`src/rtl/imem_loader.sv`:
```
// Boot-time instruction memory loader: reads a 16-bit word count, assembles
// little-endian 32-bit words from a byte stream and writes them to the RAM.
module imem_loader #(
    parameter int ADDR_W = 12,
    parameter int DATA_W = 32
) (
    input  logic              clk_in,
    input  logic              rst_n_in,
    input  logic              start_in,
    input  logic              byte_valid_in,
    input  logic [7:0]        byte_in,
    output logic              byte_ready_out,
    output logic              we_out,
    output logic [ADDR_W-1:0] address_out,
    output logic [DATA_W-1:0] data_out,
    output logic              core_rst_n_out,
    output logic              busy_out,
    output logic              done_out,
    output logic              error_out
);

    typedef enum logic [2:0] {
        IDLE, LEN_LO, LEN_HI, COLLECT, WRITE, DONE, ERROR
    } state_t;

    localparam logic [16:0] MAX_COUNT = 17'(1) << ADDR_W;

    state_t      state, state_next;
    logic [15:0] remaining;
    logic [1:0]  byte_idx;
    logic        accept;
    logic        len_bad;

    assign accept  = byte_valid_in && byte_ready_out;
    assign len_bad = ({byte_in, remaining[7:0]} == 16'd0)
                  || ({1'b0, byte_in, remaining[7:0]} > MAX_COUNT);

    // NOTE: every variable driven here gets a default first so no latch is inferred.
    always_comb begin
        state_next = state;
        case (state)
            IDLE, DONE, ERROR: if (start_in) state_next = LEN_LO;
            LEN_LO:  if (accept) state_next = LEN_HI;
            LEN_HI:  if (accept) state_next = len_bad ? ERROR : COLLECT;
            COLLECT: if (accept && byte_idx == 2'd3) state_next = WRITE;
            WRITE:   state_next = (remaining == 16'd1) ? DONE : COLLECT;
            default: state_next = IDLE;
        endcase
    end

    // Outputs are registered from the next state so they line up with the state register.
    // NOTE: sequential state uses non-blocking assignments only.
    always_ff @(posedge clk_in) begin
        if (!rst_n_in) begin
            state          <= IDLE;
            remaining      <= '0;
            byte_idx       <= '0;
            address_out    <= '0;
            data_out       <= '0;
            byte_ready_out <= 1'b0;
            we_out         <= 1'b0;
            core_rst_n_out <= 1'b0;
            busy_out       <= 1'b0;
            done_out       <= 1'b0;
            error_out      <= 1'b0;
        end else begin
            state          <= state_next;
            byte_ready_out <= (state_next == LEN_LO) || (state_next == LEN_HI)
                           || (state_next == COLLECT);
            we_out         <= (state_next == WRITE);
            busy_out       <= (state_next == LEN_LO) || (state_next == LEN_HI)
                           || (state_next == COLLECT) || (state_next == WRITE);
            done_out       <= (state_next == DONE);
            error_out      <= (state_next == ERROR);
            core_rst_n_out <= (state_next == DONE);

            case (state)
                IDLE, DONE, ERROR: begin
                    if (start_in) begin
                        address_out <= '0;
                        byte_idx    <= '0;
                    end
                end
                LEN_LO:  if (accept) remaining[7:0]  <= byte_in;
                LEN_HI:  if (accept) remaining[15:8] <= byte_in;
                COLLECT: begin
                    if (accept) begin
                        // Shifting in from the top leaves byte 0 in [7:0] after four bytes.
                        data_out <= {byte_in, data_out[DATA_W-1:8]};
                        byte_idx <= byte_idx + 2'd1;
                    end
                end
                WRITE: begin
                    address_out <= address_out + 1'b1;
                    remaining   <= remaining - 16'd1;
                end
                default: ;
            endcase
        end
    end

endmodule
```
`config.mk`:
```
export PLATFORM = sky130hd
export DESIGN_NAME = imem_loader
export DESIGN_NICKNAME = d
export VERILOG_FILES = /design/src/rtl/imem_loader.sv
export SDC_FILE = /design/constraint.sdc
export NUM_CORES = 1
export LEC_CHECK = 0
export CORE_ASPECT_RATIO = 1.75
export CORE_MARGIN = 3
export CORE_UTILIZATION = 60
export CTS_CLUSTER_DIAMETER = 50
export DETAILED_ROUTE_END_ITERATION = 8
export DONT_BUFFER_PORTS = 1
export GPL_ROUTABILITY_DRIVEN = 0
export PLACE_DENSITY_LB_ADDON = 0.15
export SYNTH_ARGS = -nofsm -noshare
export SYNTH_HDL_FRONTEND = slang
export SYNTH_SLANG_ARGS = --single-unit
```
`constraint.sdc`:
```
create_clock -name clk_in -period 4.1 [get_ports clk_in]
set_clock_uncertainty 0.2 [all_clocks]
set_input_delay 0.615 -clock clk_in [delete_from_list [all_inputs] [get_ports clk_in]]
set_output_delay 0.615 -clock clk_in [all_outputs]
set_load 0.05 [all_outputs]
```
* Yosys cells after proc, flatten, opt, wreduce, memory -nomap -nowiden
Cells that the tools add are included.
** Cells by class
- Add/subtract/negate cells :: 3
- Reduce and logical (&&, ||, !) cells :: 18
- Eq/ne operators :: 18
- Div/mod/pow operators :: 0
- Bitwise logic cells :: 0
- Multiplexer cells :: 15
- Multiply operators :: 0
- Shift operators :: 0
- Order comparisons :: 1
** Operators with widths (number)
- $pmux W8 S2 :: 2
- $pmux W12 S2 :: 1
- $eq A3 B3 Y1 const B :: 6
- $mux W3 :: 6
- $eq A16 B1 Y1 const B :: 1
- $gt A16 B13 Y1 const B :: 1
- $logic_not A16 Y1 :: 1
- $sub A16 B1 Y16 const B :: 1
- $pmux W3 S5 :: 1
- $add A12 B1 Y12 const B :: 1
- $eq A3 B2 Y1 const B :: 4
- $mux W12 :: 1
- $mux W8 :: 1
- $ne A2 B2 Y1 const B :: 4
- $reduce_and A2 Y1 :: 4
- $reduce_bool A2 Y1 :: 4
- $eq A3 B1 Y1 const B :: 2
- $logic_or A1 B1 Y1 :: 4
- $mux W2 :: 2
- $pmux W2 S2 :: 1
- $logic_not A3 Y1 :: 1
- $reduce_and A3 Y1 :: 1
- $reduce_or A3 Y1 :: 1
- $add A2 B1 Y2 const B :: 1
- 2 further kinds :: 3
** Storage, ports and cells
- Bits in latches :: 0
- Input bits :: 12
- Memories kept :: 0
- Word-level logic and storage cells :: 66
- Bits in read-only memories :: 0
- Bits in writable memories :: 0
- Output and inout port bits :: 50
- Register bits :: 70

* Longest topological paths before layout
- Word-level depth :: 9
- Gate-level depth with buffers :: 8
- Mapped depth without buffers :: 8

* Worst setup path before layout
Ideal clock, no wire load.
- Kind :: register to register
- From :: register byte_ready_out
- To :: register error_out
- Arrival time :: 1.835 ns
- Clock period less this slack :: 2.114 ns
- Setup slack :: 1.986 ns
- Data required time :: 3.820 ns
- Library setup time :: 0.080 ns
- Stages on the path, launching flop included :: 7
- Path through :: dfxtp_1 -> nand3_2 -> or3_1 -> clkbuf_1 -> o21ai_0 -> nand2_1 -> nor3b_1
** Between the ends
- Word-level cells in the longest chain between the ends :: 5
- Elaborated cells between the ends (all ways) :: 7
** Ends and longest elaborated chain
- start: declaration :: RTL line 12 : output logic byte_ready_out,
- start signal: assignment :: RTL line 68 : byte_ready_out <= (state_next == LEN_LO) || (state_next == LEN_HI)
- $logic_and A1 B1 Y1 * :: RTL line 34 : assign accept = byte_valid_in && byte_ready_out;
- $logic_and A1 B1 Y1 :: RTL line 45 : COLLECT: if (accept && byte_idx == 2'd3) state_next = WRITE;
- $mux W3 :: RTL line 45
- $pmux W3 S5 * :: RTL line 41 : case (state)
- $eq A3 B3 Y1 * :: RTL line 74 : error_out <= (state_next == ERROR);
- end signal: assignment :: RTL line 74
- end: declaration :: RTL line 19 : output logic error_out
Mark *: on every way between the ends. The rest lies on a longest branch, timed or not.
A chain may end at the register's enable or synchronous reset.

* Worst setup path after layout
- From :: register byte_ready_out
- To :: register data_out[24]
** Between the ends
- Word-level cells in the longest chain between the ends :: 2
** Ends and longest elaborated chain
- $logic_and A1 B1 Y1 :: RTL line 34
- $reduce_and A2 Y1 (no line)
- end signal: assignment :: RTL line 89 : data_out <= {byte_in, data_out[DATA_W-1:8]};
- end: declaration :: RTL line 15 : output logic [DATA_W-1:0] data_out,
No other way between the ends.

==> summary.md <==
| Metric | Value |
|---|---|
| Synthesized flop and latch total | `70` |
| Mapped Avg Cell Area | `7.99 sq um` |
| Die ar. | `6240 sq um` |
| TritonCTS clock tree | `built` |
| # clock sinks | `70` |
| Arrival time worst endpoint | `2.58 ns` |
| Vias | `2794` |
| Buf+Inv Stages, Crit Path | `0` |
| Setup bufs post-CTS | `0` |
| Tightest Hold Check Type | `input pin to register` |
| Critical path type | `register to register` |
| Post-cts resize count | `0` |
| Largest net degree at the start of global routing | `37` |
| FP Rows | `34` |
| Switching pwr | `343 uW` |
| Clock root buffer master | `clkbuf_8` |
| Clock transition at path regs | `0.07 ns` |
| PwrDens | `433 nW/um^2` |
| Starting density of the core | `62.8%` |
| Cell Chain, Critical Path | `nand3_2 > nor2_2 > nand2_1 > a21oi_1` |
| Non-filler cells, final | `446` |
| Maximum VDD drop | `0.288 mV` |
| Share of cells above drive strength 1 | `7.91%` |
| WP data required | `4.17 ns` |
| Unrepaired setup endpoints after global routing | `false` |
| Hold Buf Count CTS | `0` |
| Drt first pass iters | `4` |
| P_int | `1.12 mW` |
| Initial drt markers | `195` |
| Slowest CP cell | `nor2_2` |
| CTS Buf Count | `9` |
| N_diodes | `0` |
| Post-synth EDFFs | `0` |
| Vias in the first global route | `2522` |
| Boundary Pins | `62` |
| Total Wirelength | `7.31 mm` |
| Peak Freq | `398 MHz` |
| Layout Nets | `404` |
| Comb power frac | `5.3%` |
| Final Max Tran Viols | `0` |
| Area Overhead vs Synth | `6.49%` |
| GRT Resource Usage Total | `24.8%` |
| Inst Count DP | `430` |
| WHS | `0.181 ns` |
| Commonest register cell after synthesis | `dfxtp_1` |
| Vias per cell | `6.26` |
| Multi-input logic area | `1640 sq um` |
| Grt total ovfl | `0` |
| Post-route minimum period | `2.51 ns` |
| Antenna violations before repair | `0` |
| Syn nets | `415` |
| Rel. slew slack | `18.3%` |
| Worst Max-Slew Pin Slew | `1.22 ns` |
| Die width | `61.0 um` |
| Longest Clk Path Bufs | `2` |
| DRC Markers | `0` |
| Worst-path maximum fanout | `33` |
| Seq/Total Area, Yosys | `44.1%` |
| Post-Synthesis Cells | `398` |
| Part of the cycle the worst path needs | `61.2%` |
| Core box area | `5060 sq um` |
| # fillers | `441` |
| FF/Latch Area | `1400 sq um` |
| Critical path's top delay family | `simple AND/OR/NAND/NOR gates` |
| Crit-path max cell delay | `0.97 ns` |
| Routed WL per cell | `16.4 um` |
| DIE HEIGHT | `102 um` |
| Endpoint type of the worst setup path | `register` |
| Worst-Skew Late Latency | `0.35 ns` |
| Clock share of power | `46.4%` |
| Asr flop ratio synth | `0%` |
| Max-cap viol count | `0` |
| Post-route setup TNS | `0 ns` |
| # setup viols final | `0` |
| P_leak | `1.16 nW` |
| ANT nets after route | `0` |
| Sw frac | `23.4%` |
| Startpoint types | `register` |
| Ys Warns | `0` |
| Sequential power share | `48.2%` |
| Number of port buffers | `0` |
| HPWL after DPL | `5.15 mm` |
| Mapped cell area | `3180 sq um` |
| Final core utilization | `66.9%` |
| Status | `finished, final reports clean` |
| Synth cell types | `56` |
| CTS H-Tree Depth | `3` |
| First-pass GRT wire length | `11.8 mm` |
| Hold Fails Final Rpt | `0` |
layout make-up:
type | instances | share of cell area, %
Inverter | 8 | 0.887
Sequential cell | 70 | 41.4
Multi-Input combinational cell | 297 | 48.3
Tap cell | 54 | 1.99
Clock buffer | 9 | 3.66
Clock inverter | 7 | 3.58
Timing Repair Buffer | 1 | 0.222
power groups by stage:
stage                     Clock [mW]  Combinational, mW  Sequential [mW]
final                          0.680             0.0784            0.707
after global routing           0.709             0.0887            0.708
after CTS                      0.688             0.0786            0.707
after detailed placement           0             0.0782            0.723
after global placement             0             0.0766            0.723
after floorplan                    0             0.0696            0.717
cells in the mapped netlist, types with 5 or more instances:
cell / number / area [sq um]
a21oi_1: 52 / 260
nand3_1: 11 / 55.1
nor3_1: 14 / 70.1
dfxtp_1: 70 / 1400
nand2_1: 85 / 319
o21ai_0: 17 / 85.1
inv_1: 8 / 30.0
a31oi_1: 7 / 43.8
clkbuf_1: 15 / 56.3
nor2_1: 28 / 105
ha_1: 5 / 62.6
a311oi_1: 5 / 43.8
logic make-up (layout without fill, tap and decap cells):
family | count (synthesis) | after routing | synth area share [%]
compound gates | 108 | 108 | 20.9
xor+xnor | 4 | 4 | 1.10
fa+ha+maj | 5 | 5 | 1.97
buf+inv | 31 | 25 | 4.60
flops | 70 | 70 | 44.1
mux | 3 | 3 | 0.983
simple gates | 177 | 177 | 26.4
layer usage:
layer,track usage [%],wire length (um),up-vias
met3,7.21,481,22
met5,0,0,-
met4,13.0,212,0
met2,40.2,3720,85
met1,28.6,2900,1305
li1,-,-,1382
metrics by stage:
| step | setup slack [ns] | power [mW] | instance area, sq um |
|---|---|---|---|
| 2_1_floorplan | 1.99 | 0.787 | 3180 |
| 4_1_cts | 1.58 | 1.47 | 3390 |
| 5_1_grt | 1.37 | 1.51 | 3390 |
| 3_3_place_gp | 1.65 | 0.799 | 3140 |
| 6_report | 1.59 | 1.47 | 3390 |
| 3_5_place_dp | 1.60 | 0.801 | 3140 |
registers in the layout, summed over array words and instances (netlist names):
signal / count
data_out: 32
byte_idx: 2
done_out: 1
byte_ready_out: 1
address_out: 12
busy_out: 1
we_out: 1
error_out: 1
remaining: 16
state: 3
final timing paths:
kind	cells after the start	slack (ns)	to	from
max	4	1.59	data_out[24]$_SDFFE_PN0P_	byte_ready_out$_SDFF_PN0_
min	1	0.18	busy_out$_SDFF_PN0_	rst_n_in
max reg2reg	4	1.59	data_out[24]$_SDFFE_PN0P_	byte_ready_out$_SDFF_PN0_
min reg2reg	1	0.27	remaining[15]$_SDFFE_PN0P_	remaining[15]$_SDFFE_PN0P_
layout by cell type (no fill, tap or decap), types with 4 or more instances in the layout:
cell / instances
nor4_1: 4
a31oi_1: 7
nor3b_1: 4
nor2_1: 27
nand2b_1: 4
a311oi_1: 5
a21oi_1: 52
clkbuf_8: 9
nand3_1: 11
a211oi_1: 4
dfxtp_1: 70
inv_1: 8
ha_1: 5
o21a_1: 4
nor3_1: 14
o21ai_0: 17
nand2_1: 85
(Power assumes the default switching activity.)
